**config.mk**
```make
export PLATFORM = sky130hd
export DESIGN_NAME = pc_seq_ctrl
export DESIGN_NICKNAME = d
export VERILOG_FILES = /design/src/rtl/pc_seq_ctrl_pkg.sv /design/src/rtl/pc_seq_ctrl_irq_sync.sv /design/src/rtl/pc_seq_ctrl.sv
export SDC_FILE = /design/constraint.sdc
export NUM_CORES = 1
export LEC_CHECK = 0
export CAP_MARGIN = 20
export CORE_AREA = 2 2 39 41
export CTS_BUF_LIST = sky130_fd_sc_hd__clkbuf_4
export DETAILED_ROUTE_END_ITERATION = 10
export DIE_AREA = 0 0 41 43
export DONT_BUFFER_PORTS = 1
export HOLD_SLACK_MARGIN = 0.15
export PLACE_DENSITY = 0.6
export SLEW_MARGIN = 20
export SYNTH_ARGS = -nofsm -noshare
export SYNTH_HDL_FRONTEND = slang
export SYNTH_SLANG_ARGS = --single-unit
```
**constraint.sdc**
```tcl
create_clock -name clk -period 1.4 [get_ports clk]
set_input_delay 0.14 -clock clk [delete_from_list [all_inputs] [get_ports clk]]
set_output_delay 0.14 -clock clk [all_outputs]
set_load 0.02 [all_outputs]
```
**src/rtl/pc_seq_ctrl_pkg.sv**
```systemverilog
// ---------------------------------------------------------------------------
// pc_seq_ctrl_pkg
// Shared definitions for the multicycle next-PC sequencer:
//   - state_t    : sequencer state encodings (S_FETCH .. S_INT)
//   - IC_*       : decoded instruction class codes on the iclass port
//   - HANDLER_VEC: exception handler entry address used by the NPC unit
//   - JC_*       : NPC source select codes shared with the NPC unit
// No ports; imported by pc_seq_ctrl and its sub-module.
// ---------------------------------------------------------------------------
package pc_seq_ctrl_pkg;

    typedef enum logic [2:0] {
        S_FETCH  = 3'd0,
        S_DECODE = 3'd1,
        S_EXE    = 3'd2,
        S_MEM    = 3'd3,
        S_WB     = 3'd4,
        S_INT    = 3'd5
    } state_t;

    localparam logic [2:0] IC_ALU    = 3'd0;
    localparam logic [2:0] IC_LOAD   = 3'd1;
    localparam logic [2:0] IC_STORE  = 3'd2;
    localparam logic [2:0] IC_BRANCH = 3'd3;
    localparam logic [2:0] IC_JUMP   = 3'd4;
    localparam logic [2:0] IC_JLINK  = 3'd5;
    localparam logic [2:0] IC_ERET   = 3'd6;
    localparam logic [2:0] IC_RSVD   = 3'd7;

    localparam logic [31:0] HANDLER_VEC = 32'h0000_4180;

    localparam logic [1:0] JC_PC4     = 2'd0;
    localparam logic [1:0] JC_BRANCH  = 2'd1;
    localparam logic [1:0] JC_EPC     = 2'd2;
    localparam logic [1:0] JC_HANDLER = 2'd3;

endpackage

```
**src/rtl/pc_seq_ctrl_irq_sync.sv**
```systemverilog
// ---------------------------------------------------------------------------
// pc_seq_ctrl_irq_sync
// Two-flop synchroniser for the external interrupt request. With
// IRQ_SYNC=0 the raw request is passed straight through.
// Ports:
//   clk      in  clock, rising edge
//   rst      in  asynchronous active-high reset, clears both flops
//   i_irq    in  raw interrupt request (level)
//   o_irq_s  out synchronised (or bypassed) interrupt request
// ---------------------------------------------------------------------------
module pc_seq_ctrl_irq_sync #(
    parameter bit IRQ_SYNC = 1'b1
) (
    input  logic clk,
    input  logic rst,
    input  logic i_irq,
    output logic o_irq_s
);

    logic r_meta;
    logic r_sync;

    // The request crosses in from an unrelated domain, so it passes through
    // two flops before anything in the sequencer looks at it.
    always_ff @(posedge clk or posedge rst) begin
        if (rst) begin
            r_meta <= 1'b0;
            r_sync <= 1'b0;
        end else begin
            r_meta <= i_irq;
            r_sync <= r_meta;
        end
    end

    // When the source is already synchronous the flops are skipped and
    // simply trimmed away by synthesis.
    assign o_irq_s = IRQ_SYNC ? r_sync : i_irq;

endmodule

```
**src/rtl/pc_seq_ctrl.sv**
```systemverilog
// ---------------------------------------------------------------------------
// pc_seq_ctrl
// Multicycle sequencer for the next-PC datapath. Steps each instruction
// through FETCH/DECODE/EXE/MEM/WB, owns the EXL bit and drives exception
// entry/return strobes. All strobes are combinational decodes of the state
// and inputs; only state and exl are registered.
// Ports:
//   clk, rst              clock (rising) / asynchronous active-high reset
//   iclass[2:0]           decoded instruction class (IC_*)
//   brcond                branch comparison result, valid in S_EXE
//   imem_rdy, dmem_rdy    instruction / data memory ready
//   irq, ie               interrupt request (level) and SR.IE
//   pcwr, turn, irwr      PC write, PC+4 latch, IR write
//   validbr               taken branch select towards NPC
//   regwr, memrd, memwr   register write, data read/write request
//   exlset, exlclr, epcwr exception entry, exception return, EPC write
//   exl                   current exception level bit
//   state[2:0]            current state, for debug
// ---------------------------------------------------------------------------
module pc_seq_ctrl #(
    parameter bit         IRQ_SYNC  = 1'b1,
    parameter logic [2:0] RST_STATE = 3'd0
) (
    input  logic       clk,
    input  logic       rst,
    input  logic [2:0] iclass,
    input  logic       brcond,
    input  logic       imem_rdy,
    input  logic       dmem_rdy,
    input  logic       irq,
    input  logic       ie,
    output logic       pcwr,
    output logic       turn,
    output logic       irwr,
    output logic       validbr,
    output logic       regwr,
    output logic       memrd,
    output logic       memwr,
    output logic       exlset,
    output logic       exlclr,
    output logic       epcwr,
    output logic       exl,
    output logic [2:0] state
);

    import pc_seq_ctrl_pkg::*;

    state_t r_state;
    state_t w_stateNext;
    logic   r_exl;
    logic   w_exlNext;
    logic   w_irqS;
    logic   w_commit;
    logic   w_pcwr;
    logic   w_turn;
    logic   w_irwr;
    logic   w_validbr;
    logic   w_regwr;
    logic   w_memrd;
    logic   w_memwr;
    logic   w_exlset;
    logic   w_exlclr;
    logic   w_epcwr;

    pc_seq_ctrl_irq_sync #(
        .IRQ_SYNC (IRQ_SYNC)
    ) u_irqSync (
        .clk     (clk),
        .rst     (rst),
        .i_irq   (irq),
        .o_irq_s (w_irqS)
    );

    // Next-state and strobe decode. Every path that retires an instruction
    // raises w_commit; the commit check afterwards decides between the next
    // fetch and interrupt entry. The check uses w_exlNext so that an ERET
    // clearing EXL in this cycle lets a pending interrupt in immediately.
    always_comb begin
        w_stateNext = S_FETCH;
        w_exlNext   = r_exl;
        w_commit    = 1'b0;
        w_pcwr      = 1'b0;
        w_turn      = 1'b0;
        w_irwr      = 1'b0;
        w_validbr   = 1'b0;
        w_regwr     = 1'b0;
        w_memrd     = 1'b0;
        w_memwr     = 1'b0;
        w_exlset    = 1'b0;
        w_exlclr    = 1'b0;
        w_epcwr     = 1'b0;
        case (r_state)
            S_FETCH: begin
                w_irwr      = imem_rdy;
                w_turn      = imem_rdy;
                w_stateNext = imem_rdy ? S_DECODE : S_FETCH;
            end
            S_DECODE: begin
                w_stateNext = S_EXE;
            end
            S_EXE: begin
                case (iclass)
                    IC_ALU, IC_JLINK: begin
                        w_stateNext = S_WB;
                    end
                    IC_LOAD, IC_STORE: begin
                        w_stateNext = S_MEM;
                    end
                    IC_BRANCH: begin
                        w_validbr = brcond;
                        w_pcwr    = 1'b1;
                        w_commit  = 1'b1;
                    end
                    IC_ERET: begin
                        w_pcwr   = 1'b1;
                        w_commit = 1'b1;
                        if (r_exl) begin
                            w_exlclr  = 1'b1;
                            w_exlNext = 1'b0;
                        end
                    end
                    default: begin
                        w_pcwr   = 1'b1;
                        w_commit = 1'b1;
                    end
                endcase
            end
            S_MEM: begin
                w_memrd = (iclass == IC_LOAD);
                w_memwr = (iclass == IC_STORE);
                if (!dmem_rdy) begin
                    w_stateNext = S_MEM;
                end else if (iclass == IC_STORE) begin
                    w_pcwr   = 1'b1;
                    w_commit = 1'b1;
                end else begin
                    w_stateNext = S_WB;
                end
            end
            S_WB: begin
                w_regwr  = 1'b1;
                w_pcwr   = 1'b1;
                w_commit = 1'b1;
            end
            S_INT: begin
                w_exlset  = 1'b1;
                w_epcwr   = 1'b1;
                w_pcwr    = 1'b1;
                w_exlNext = 1'b1;
            end
            default: begin
                w_stateNext = S_FETCH;
            end
        endcase
        if (w_commit) begin
            w_stateNext = (w_irqS && ie && !w_exlNext) ? S_INT : S_FETCH;
        end
    end

    // Only the state and the EXL bit are held in flops; reset aborts any
    // instruction in flight and drops the exception level.
    always_ff @(posedge clk or posedge rst) begin
        if (rst) begin
            r_state <= state_t'(RST_STATE);
            r_exl   <= 1'b0;
        end else begin
            r_state <= w_stateNext;
            r_exl   <= w_exlNext;
        end
    end

    // Strobes are forced low while reset is held so that a fetch-state
    // decode on imem_rdy cannot leak out during reset.
    assign pcwr    = w_pcwr    & ~rst;
    assign turn    = w_turn    & ~rst;
    assign irwr    = w_irwr    & ~rst;
    assign validbr = w_validbr & ~rst;
    assign regwr   = w_regwr   & ~rst;
    assign memrd   = w_memrd   & ~rst;
    assign memwr   = w_memwr   & ~rst;
    assign exlset  = w_exlset  & ~rst;
    assign exlclr  = w_exlclr  & ~rst;
    assign epcwr   = w_epcwr   & ~rst;
    assign exl     = r_exl;
    assign state   = r_state;

endmodule

```
== Yosys cells after proc, flatten, opt, wreduce, memory -nomap -nowiden ==
Index checks and enable logic that the tools add are counted.
Widths: inputs -> output; s select.

* Register bits: 6
* Input bits: 10
* Output and inout port bits: 14

* Equality and inequality tests: 10
* Mux-type cells: 24
* Bitwise logic cells: 9
* Reductions and logical operators: 9

{| class="wikitable"
|+ Operator list
! operator !! count
|-
| $mux 1 || 15
|-
| $eq 3x2->1 const B || 4
|-
| $eq 3x3->1 const B || 4
|-
| $mux 3 || 4
|-
| $pmux 3 s4 || 1
|-
| $and 1x1->1 || 8
|-
| $eq 3x1->1 const B || 2
|-
| $logic_not 3->1 || 2
|-
| $pmux 1 s3 || 2
|-
| $pmux 3 s2 || 1
|-
| $reduce_or 2->1 || 3
|-
| $reduce_or 4->1 || 1
|-
| $logic_and 1x1->1 || 2
|-
| $pmux 1 s2 || 1
|-
| $logic_not 1->1 || 1
|-
| $not 1->1 || 1
|}

== Depth between registers and ports, before layout ==
Gate-level depths: netlist of run 1.

* Depth after elaboration: 7
* Gate-level depth with buffers: 4
* Mapped depth without buffers: 4

== Modules after synthesis ==
From an unflattened synthesis of run 1, not the netlist that was laid out.

* Cell total of the unflattened synthesis: 57
* Area total of the unflattened synthesis: 461.7 sq um

{| class="wikitable"
|+ Modules (own cells, without submodules)
! module !! times used !! cells each !! area each (sq um)
|-
| pc_seq_ctrl || 1 || 54 || 407.9
|-
| pc_seq_ctrl_irq_sync || 1 || 3 || 53.8
|}

== Worst setup path before layout of run 1 ==
OpenSTA, ideal clock, no wires.

* Path kind: register to output
* Start: register r_state[0], in the netlist state[0]
* End: output turn
* Data arrival time: 1.761 ns
* Data required time: 1.260 ns
* Path slack: -0.501 ns
* Cell stages (with the launch flop): 4
* Path through: dfrtp_1 -> nor2b_1 -> nor4b_1 -> buf_4

* Longest elaborated chain between the ends: 3

{| class="wikitable"
|+ RTL lines
! item !! RTL line !! text
|-
| start, declared || pc_seq_ctrl.sv:48 || <nowiki>state_t r_state;</nowiki>
|-
| start signal, assigned || pc_seq_ctrl.sv:164 || <nowiki>r_state <= state_t'(RST_STATE);</nowiki>
|-
| start signal, assigned || pc_seq_ctrl.sv:167 || <nowiki>r_state <= w_stateNext;</nowiki>
|-
| $logic_not 3->1 || - ||
|-
| $mux 1 || - ||
|-
| $and 1x1->1 || - ||
|-
| end, declared || pc_seq_ctrl.sv:33 || <nowiki>output logic turn,</nowiki>
|}

Every way passes these cells.

== Final worst setup path of run 1 ==
* Start: register r_state[2], in the netlist state[2]
* End: output memrd

* Longest elaborated chain between the ends: 3

{| class="wikitable"
|+ RTL lines
! item !! RTL line !! text
|-
| $eq 3x2->1 || pc_seq_ctrl.sv:92 || <nowiki>case (r_state)</nowiki>
|-
| $mux 1 || pc_seq_ctrl.sv:92 ||
|-
| $and 1x1->1 || pc_seq_ctrl.sv:179 || <nowiki>assign memrd = w_memrd & ~rst;</nowiki>
|-
| end, declared || pc_seq_ctrl.sv:37 || <nowiki>output logic memrd,</nowiki>
|}

Every way passes these cells.

==> results of run 1 <==
layout make-up:
type,instances,area (µm²),area share
sequential,6,153.9,0.2165
timing repair buffer,19,172.7,0.2430
multi-input combinational,39,330.3,0.4648
inverter,3,11.26,0.01585
tap,16,20.02,0.02817
clock buffer,3,22.52,0.03169
how the worst max path moves through the flow:
stage,end,depth (start not counted),slack (ns)
global placement,pcwr,4,0.04
CTS,pcwr,4,-0.19
global route,memrd,5,-0.30
finish,memrd,5,-0.19
floorplan,memrd,4,-0.02
detailed placement,pcwr,4,0.01
kinds of logic (layout without fill, tap and decap cells):
group	after synthesis	in the layout	share of synthesized area
buf+inv	5	25	0.06016
simple gates	27	27	0.3868
compound gates	12	12	0.2092
flops	6	6	0.3438
per-stage QoR:
| step | hold WS [ns] | util |
|---|---|---|
| floorplan | -0.04214 | - |
| global placement | 0.1276 | 0.4114 |
| detailed placement | 0.1170 | 0.4114 |
| CTS | 0.1502 | 0.4846 |
| global route | 0.1829 | 0.5136 |
| finish | 0.1480 | 0.5136 |
per-layer routing:
metal	wire length [µm]	vias to the layer above
met3	56	5
li1	-	218
met5	0	-
met4	27	0
met2	625	12
met1	418	202
timing repair:
item,CTS,global route
endpoints found under the setup margin,7,12
resized for setup,4,7
hold endpoints to repair,10,0
pin swaps,4,3
setup buffers,2,1
hold buffers,4,0
cells in the mapped netlist, drive strengths merged, types with 2 or more instances:
master	n	area, µm²
a21oi	2	10.01
and2b	4	31.28
and3	2	12.51
buf	2	15.01
dfrtp	6	150.1
inv	3	11.26
nand2	6	22.52
nor2	5	18.77
nor3b	2	31.28
o31ai	2	15.01
or2b	2	15.01
worst min-delay path, cell delays in order:
cell     delay [ns]
nand2_1        0.04
a22oi_1        0.07
nor2_1         0.09
power groups by stage:
stage               clock, W  combinational (W)  sequential, W
detailed placement         0           0.000544       0.000305
finish              0.000153           0.000713       0.000307
CTS                 0.000159           0.000625       0.000303
floorplan                  0           0.000306       0.000376
global route        0.000175           0.000775       0.000319
global placement           0           0.000536       0.000305
flip-flops by register name, indices dropped and copies added, names as in the netlist:
name and count:
state 3, exl 1, u_irqSync.o_irq_s 1, u_irqSync.r_meta 1
cell usage in the layout (no fill, tap or decap), types with 3 or more instances in the layout:
cell	n
buf_4	12
nand2_1	6
nor2_1	4
dlygate4sd3_1	4
and2b_1	3
inv_1	3
clkbuf_4	3
dfrtp_1	3
dfrtp_2	3
==> impl_metrics.json, run 1 <==
{
  "final_design_area_no_fill_um2": 710.7,
  "port_buffers": 0,
  "pwr-share-clk": 0.131,
  "crit_start": "state[2]",
  "cp_top_family": "simple AND/OR/NAND/NOR gates",
  "finalSetupTns_ns": -0.9616,
  "power.density_nw_per_um2": 1650,
  "path_buf_inv": 1,
  "htree_levels": 1,
  "grt.met1_usage": 0.1650,
  "timing.fmax_mhz": 628.0,
  "dpl.cell_count": 76,
  "crit_arrival_ns": 1.45,
  "holdPathStages": 3,
  "vdd_ir_drop_max_mv": 0.7113,
  "grt_pass1_vias": 405,
  "path_clk_slew_ns": 0.04,
  "synth_cell_types": 27,
  "violations": "negative setup slack",
  "syn_to_final_growth_pct": 62.75,
  "grtUsageTotal": 0.1528,
  "r2r-start": "state[1]",
  "synth_area_um2": 436.7,
  "io-pin-count": 24,
  "period_minus_slack_ns": 1.592,
  "yosysWarnings": 0,
  "finalClockSkew_ns": 0.003825,
  "synth-seq-area-share": 0.3438,
  "grt_first_pass_wirelength_mm": 1.752,
  "drive_gt1_frac": 0.4571,
  "drtIter0Drc": 3,
  "vias": 437,
  "synth.avg_cell_area_um2": 8.733,
  "power_frac_comb": 0.608,
  "clockBufferDepth": 2,
  "antenna_found_initial": 0,
  "fin_cells": 86,
  "r2r_end": "state[2]",
  "maxCapViolCount": 0,
  "startpoint_type": "register",
  "crit_required_ns": 1.26,
  "critPathMaxFanout": 5,
  "path_cells": "and2b_1 -> nor3b_4 -> nand2_1 -> nor2_1 -> buf_4",
  "pre_cts_ws_ns": 0.01075,
  "vias_per_cell": 5.081,
  "diodes": 0,
  "switching_share": 0.4294,
  "nNetsFinal": 82,
  "insertion_delay_ns": 0.24,
  "p_leak_nw": 0.3043,
  "hold_violations": 0,
  "coreArea_um2": 1384,
  "worstSetupEndpointType": "primary output",
  "post_drt_wl_per_cell_um": 13.13,
  "finalSetupViolCount": 9,
  "drc_errors": 0,
  "finalPower_w": 0.001173,
  "p_int_w": 0.0006692,
  "use_met2": 0.2406,
  "ys_ff_latch": 6,
  "die_w_um": 41,
  "detailed_place_hpwl_um": 854.5,
  "reg2reg_depth": 4,
  "fill_cells": 130,
  "place.gp.congestion": 0.7846,
  "syn_inst": 50,
  "fp.dieH_um": 43,
  "outcome": "finished with violations",
  "slew_violations": 0,
  "ys_async_sr_fraction": 1.000,
  "min_to": "state[1]",
  "rsz0062_at_grt": "yes",
  "cts_tree": "done",
  "design.die.area_um2": 1763,
  "place_area_um2": 569.3,
  "grt_max_degree": 8,
  "hold_start": "dmem_rdy",
  "syn_nets": 60,
  "slowest_stage": "dfrtp_2",
  "grt_overflow_total": 0,
  "top_usage_layer": "met2",
  "max_stage_delay_ns": 0.42,
  "tightestPinTransition_ns": 0.5081,
  "synth_edf_count": 0,
  "setup_slack_ns": -0.1923,
  "rows": 14,
  "reg2reg_slack_ns": -0.04,
  "worst_slew_margin_rel": 0.6597,
  "use_met3": 0.04712,
  "start_util": 0.3156,
  "cts_buffers": 3,
  "p_seq_frac": 0.262,
  "drt-total-wl_mm": 1.129,
  "antenna_left": 0,
  "synth_flop_cell": "dfrtp_1",
  "post-route-period-util": 1.137,
  "critical_path_class": "reg -> out",
  "root_buffer": "clkbuf_4",
  "min_path_type": "in -> reg",
  "clock_sinks": 6,
  "p_sw_w": 0.0005037,
  "firstDrtPassIters": 3
}
(Power assumes the default switching activity.)
==> run 2, diff against run 1 <==
==> constraint.sdc (replaced) <==
create_clock -name clk -period 1.4 [get_ports clk]
set_input_delay 0.28 -clock clk [delete_from_list [all_inputs] [get_ports clk]]
set_output_delay 0.28 -clock clk [all_outputs]
set_load 0.02 [all_outputs]
==> impl_metrics.json, run 2 (synthesized netlist as in run 1, its figures left out) <==
{
  "reg2reg_slack_ns": -0.11,
  "syn_to_final_growth_pct": 63.32,
  "io-pin-count": 24,
  "final_design_area_no_fill_um2": 713.2,
  "root_buffer": "clkbuf_4",
  "cts_tree": "done",
  "power.density_nw_per_um2": 1767,
  "vdd_ir_drop_max_mv": 0.6942,
  "p_int_w": 0.0007382,
  "grt_first_pass_wirelength_mm": 1.849,
  "rows": 14,
  "die_w_um": 41,
  "largest_reg_flops": 3,
  "critPathMaxFanout": 3,
  "p_leak_nw": 0.2970,
  "switching_share": 0.4141,
  "startpoint_type": "register",
  "fin_cells": 85,
  "fill_cells": 130,
  "period_minus_slack_ns": 1.706,
  "final_common_cell": "buf_4",
  "coreArea_um2": 1384,
  "drtIter0Drc": 0,
  "grt_max_degree": 8,
  "clock_sinks": 6,
  "htree_levels": 1,
  "crit_arrival_ns": 1.43,
  "drc_errors": 0,
  "port_buffers": 0,
  "clockBufferDepth": 2,
  "hold_violations": 0,
  "place.gp.congestion": 0.7108,
  "finalPower_w": 0.001260,
  "post_drt_wl_per_cell_um": 12.69,
  "insertion_delay_ns": 0.25,
  "worst_slew_margin_rel": 0.6927,
  "vias_per_cell": 5.271,
  "timing.fmax_mhz": 586.3,
  "worstSetupEndpointType": "primary output",
  "crit_required_ns": 1.12,
  "nNetsFinal": 80,
  "drt-total-wl_mm": 1.079,
  "setup_slack_ns": -0.3057,
  "slew_violations": 0,
  "finalSetupViolCount": 12,
  "vias": 448,
  "place_area_um2": 593.1,
  "cts_buffers": 3,
  "holdWs_ns": 0.2447,
  "p_seq_frac": 0.237,
  "antenna_left": 0,
  "diodes": 0,
  "critical_path_class": "reg -> out",
  "detailed_place_hpwl_um": 868.2,
  "grt_pass1_vias": 475,
  "min_path_type": "in -> reg",
  "grt_overflow_total": 0,
  "path_clk_slew_ns": 0.05,
  "fp.dieH_um": 43,
  "max_stage_delay_ns": 0.41,
  "antenna_found_initial": 0,
  "maxCapViolCount": 0,
  "drive_gt1_frac": 0.5797,
  "power_frac_comb": 0.609,
  "dpl.cell_count": 76,
  "path_buf_inv": 0,
  "final_util": 0.5154,
  "layout_common_cells": "buf_4, nand2_1, clkbuf_4",
  "rsz0062_at_grt": "yes",
  "outcome": "finished with violations",
  "cp_top_family": "simple AND/OR/NAND/NOR gates",
  "start_util": 0.3156,
  "p_sw_w": 0.0005217,
  "post-route-period-util": 1.218,
  "pwr-share-clk": 0.154,
  "slowest_stage": "dfrtp_2",
  "finalClockSkew_ns": 0.008857,
  "tightestPinTransition_ns": 0.4588,
  "firstDrtPassIters": 1,
  "design.die.area_um2": 1763,
  "violations": "negative setup slack",
  "grtUsageTotal": 0.1555,
  "path_cells": "and2b_1 -> nor3b_4 -> a311oi_2 -> nor2_2"
}
-- run 2: cell types whose count changed in the layout (fill, tap and decap cells not counted), sizes merged --
| cell | before | now |
|---|---|---|
| clkbuf | 3 | 4 |
| dlygate4sd3 | 4 | 2 |
-- run 2: worst register-to-register path: stages (launching register included) --
cell     delay, ns
dfrtp_2       0.41
buf_4         0.15
and2b_2       0.21
buf_4         0.14
a21oi_1       0.13
a31oi_1       0.11
o31ai_2       0.27
-- run 2: through the flow --
step	setup TNS, ns	setup slack [ns]
3_3_place_gp	-0.1603	-0.05631
5_1_grt	-3.324	-0.4206
2_1_floorplan	-0.5321	-0.1310
6_report	-2.293	-0.3057
3_5_place_dp	-0.2280	-0.05867
4_1_cts	-2.466	-0.3267
-- run 2: path summary, 6_finish.rpt --
kind / depth (start not counted) / from / to
min reg2reg: 0 / u_irqSync.r_meta / u_irqSync.o_irq_s
min: 1 / iclass[2] / exl
max in group asynchronous: 3 / rst / state[1]
max: 4 / state[2] / pcwr
min in group asynchronous: 3 / rst / state[0]
max reg2reg: 6 / state[2] / state[0]
-- run 2: timing repair --
action / 4_1_cts / 5_1_grt
endpoints found under the setup margin: 12 / 12
hold buffers: 2 / 0
cloned: 0 / 0
gates resized for setup: 8 / 4
hold endpoints to repair: 7 / 0
pin swaps: 3 / 1
setup buffers: 3 / 1
-- run 2: routing by layer --
| layer | global-route usage | routed length, µm |
|---|---|---|
| met2 | 0.2500 | 602 |
| met3 | 0.01571 | 25 |
| met5 | 0 | 0 |
| met1 | 0.1839 | 435 |
| met4 | 0.1000 | 16 |
-- run 2: final cells by class --
| cell class | count | area [µm²] | area share |
|---|---|---|---|
| Clock buffer | 4 | 30.03 | 0.04211 |
| Tap cell | 16 | 20.02 | 0.02807 |
| Multi-Input combinational cell | 39 | 357.8 | 0.5018 |
| Timing Repair Buffer | 17 | 140.1 | 0.1965 |
| Inverter | 3 | 11.26 | 0.01579 |
| Sequential cell | 6 | 153.9 | 0.2158 |
-- run 2: power groups by stage --
stage	Combinational, W	Clock [W]	Sequential, W
final	0.000767	0.000194	0.000298
after global routing	0.000827	0.000210	0.000310
after CTS	0.000734	0.000204	0.000300
after detailed placement	0.000632	0	0.000301
after global placement	0.000630	0	0.000299
after floorplan	0.000322	0	0.000379
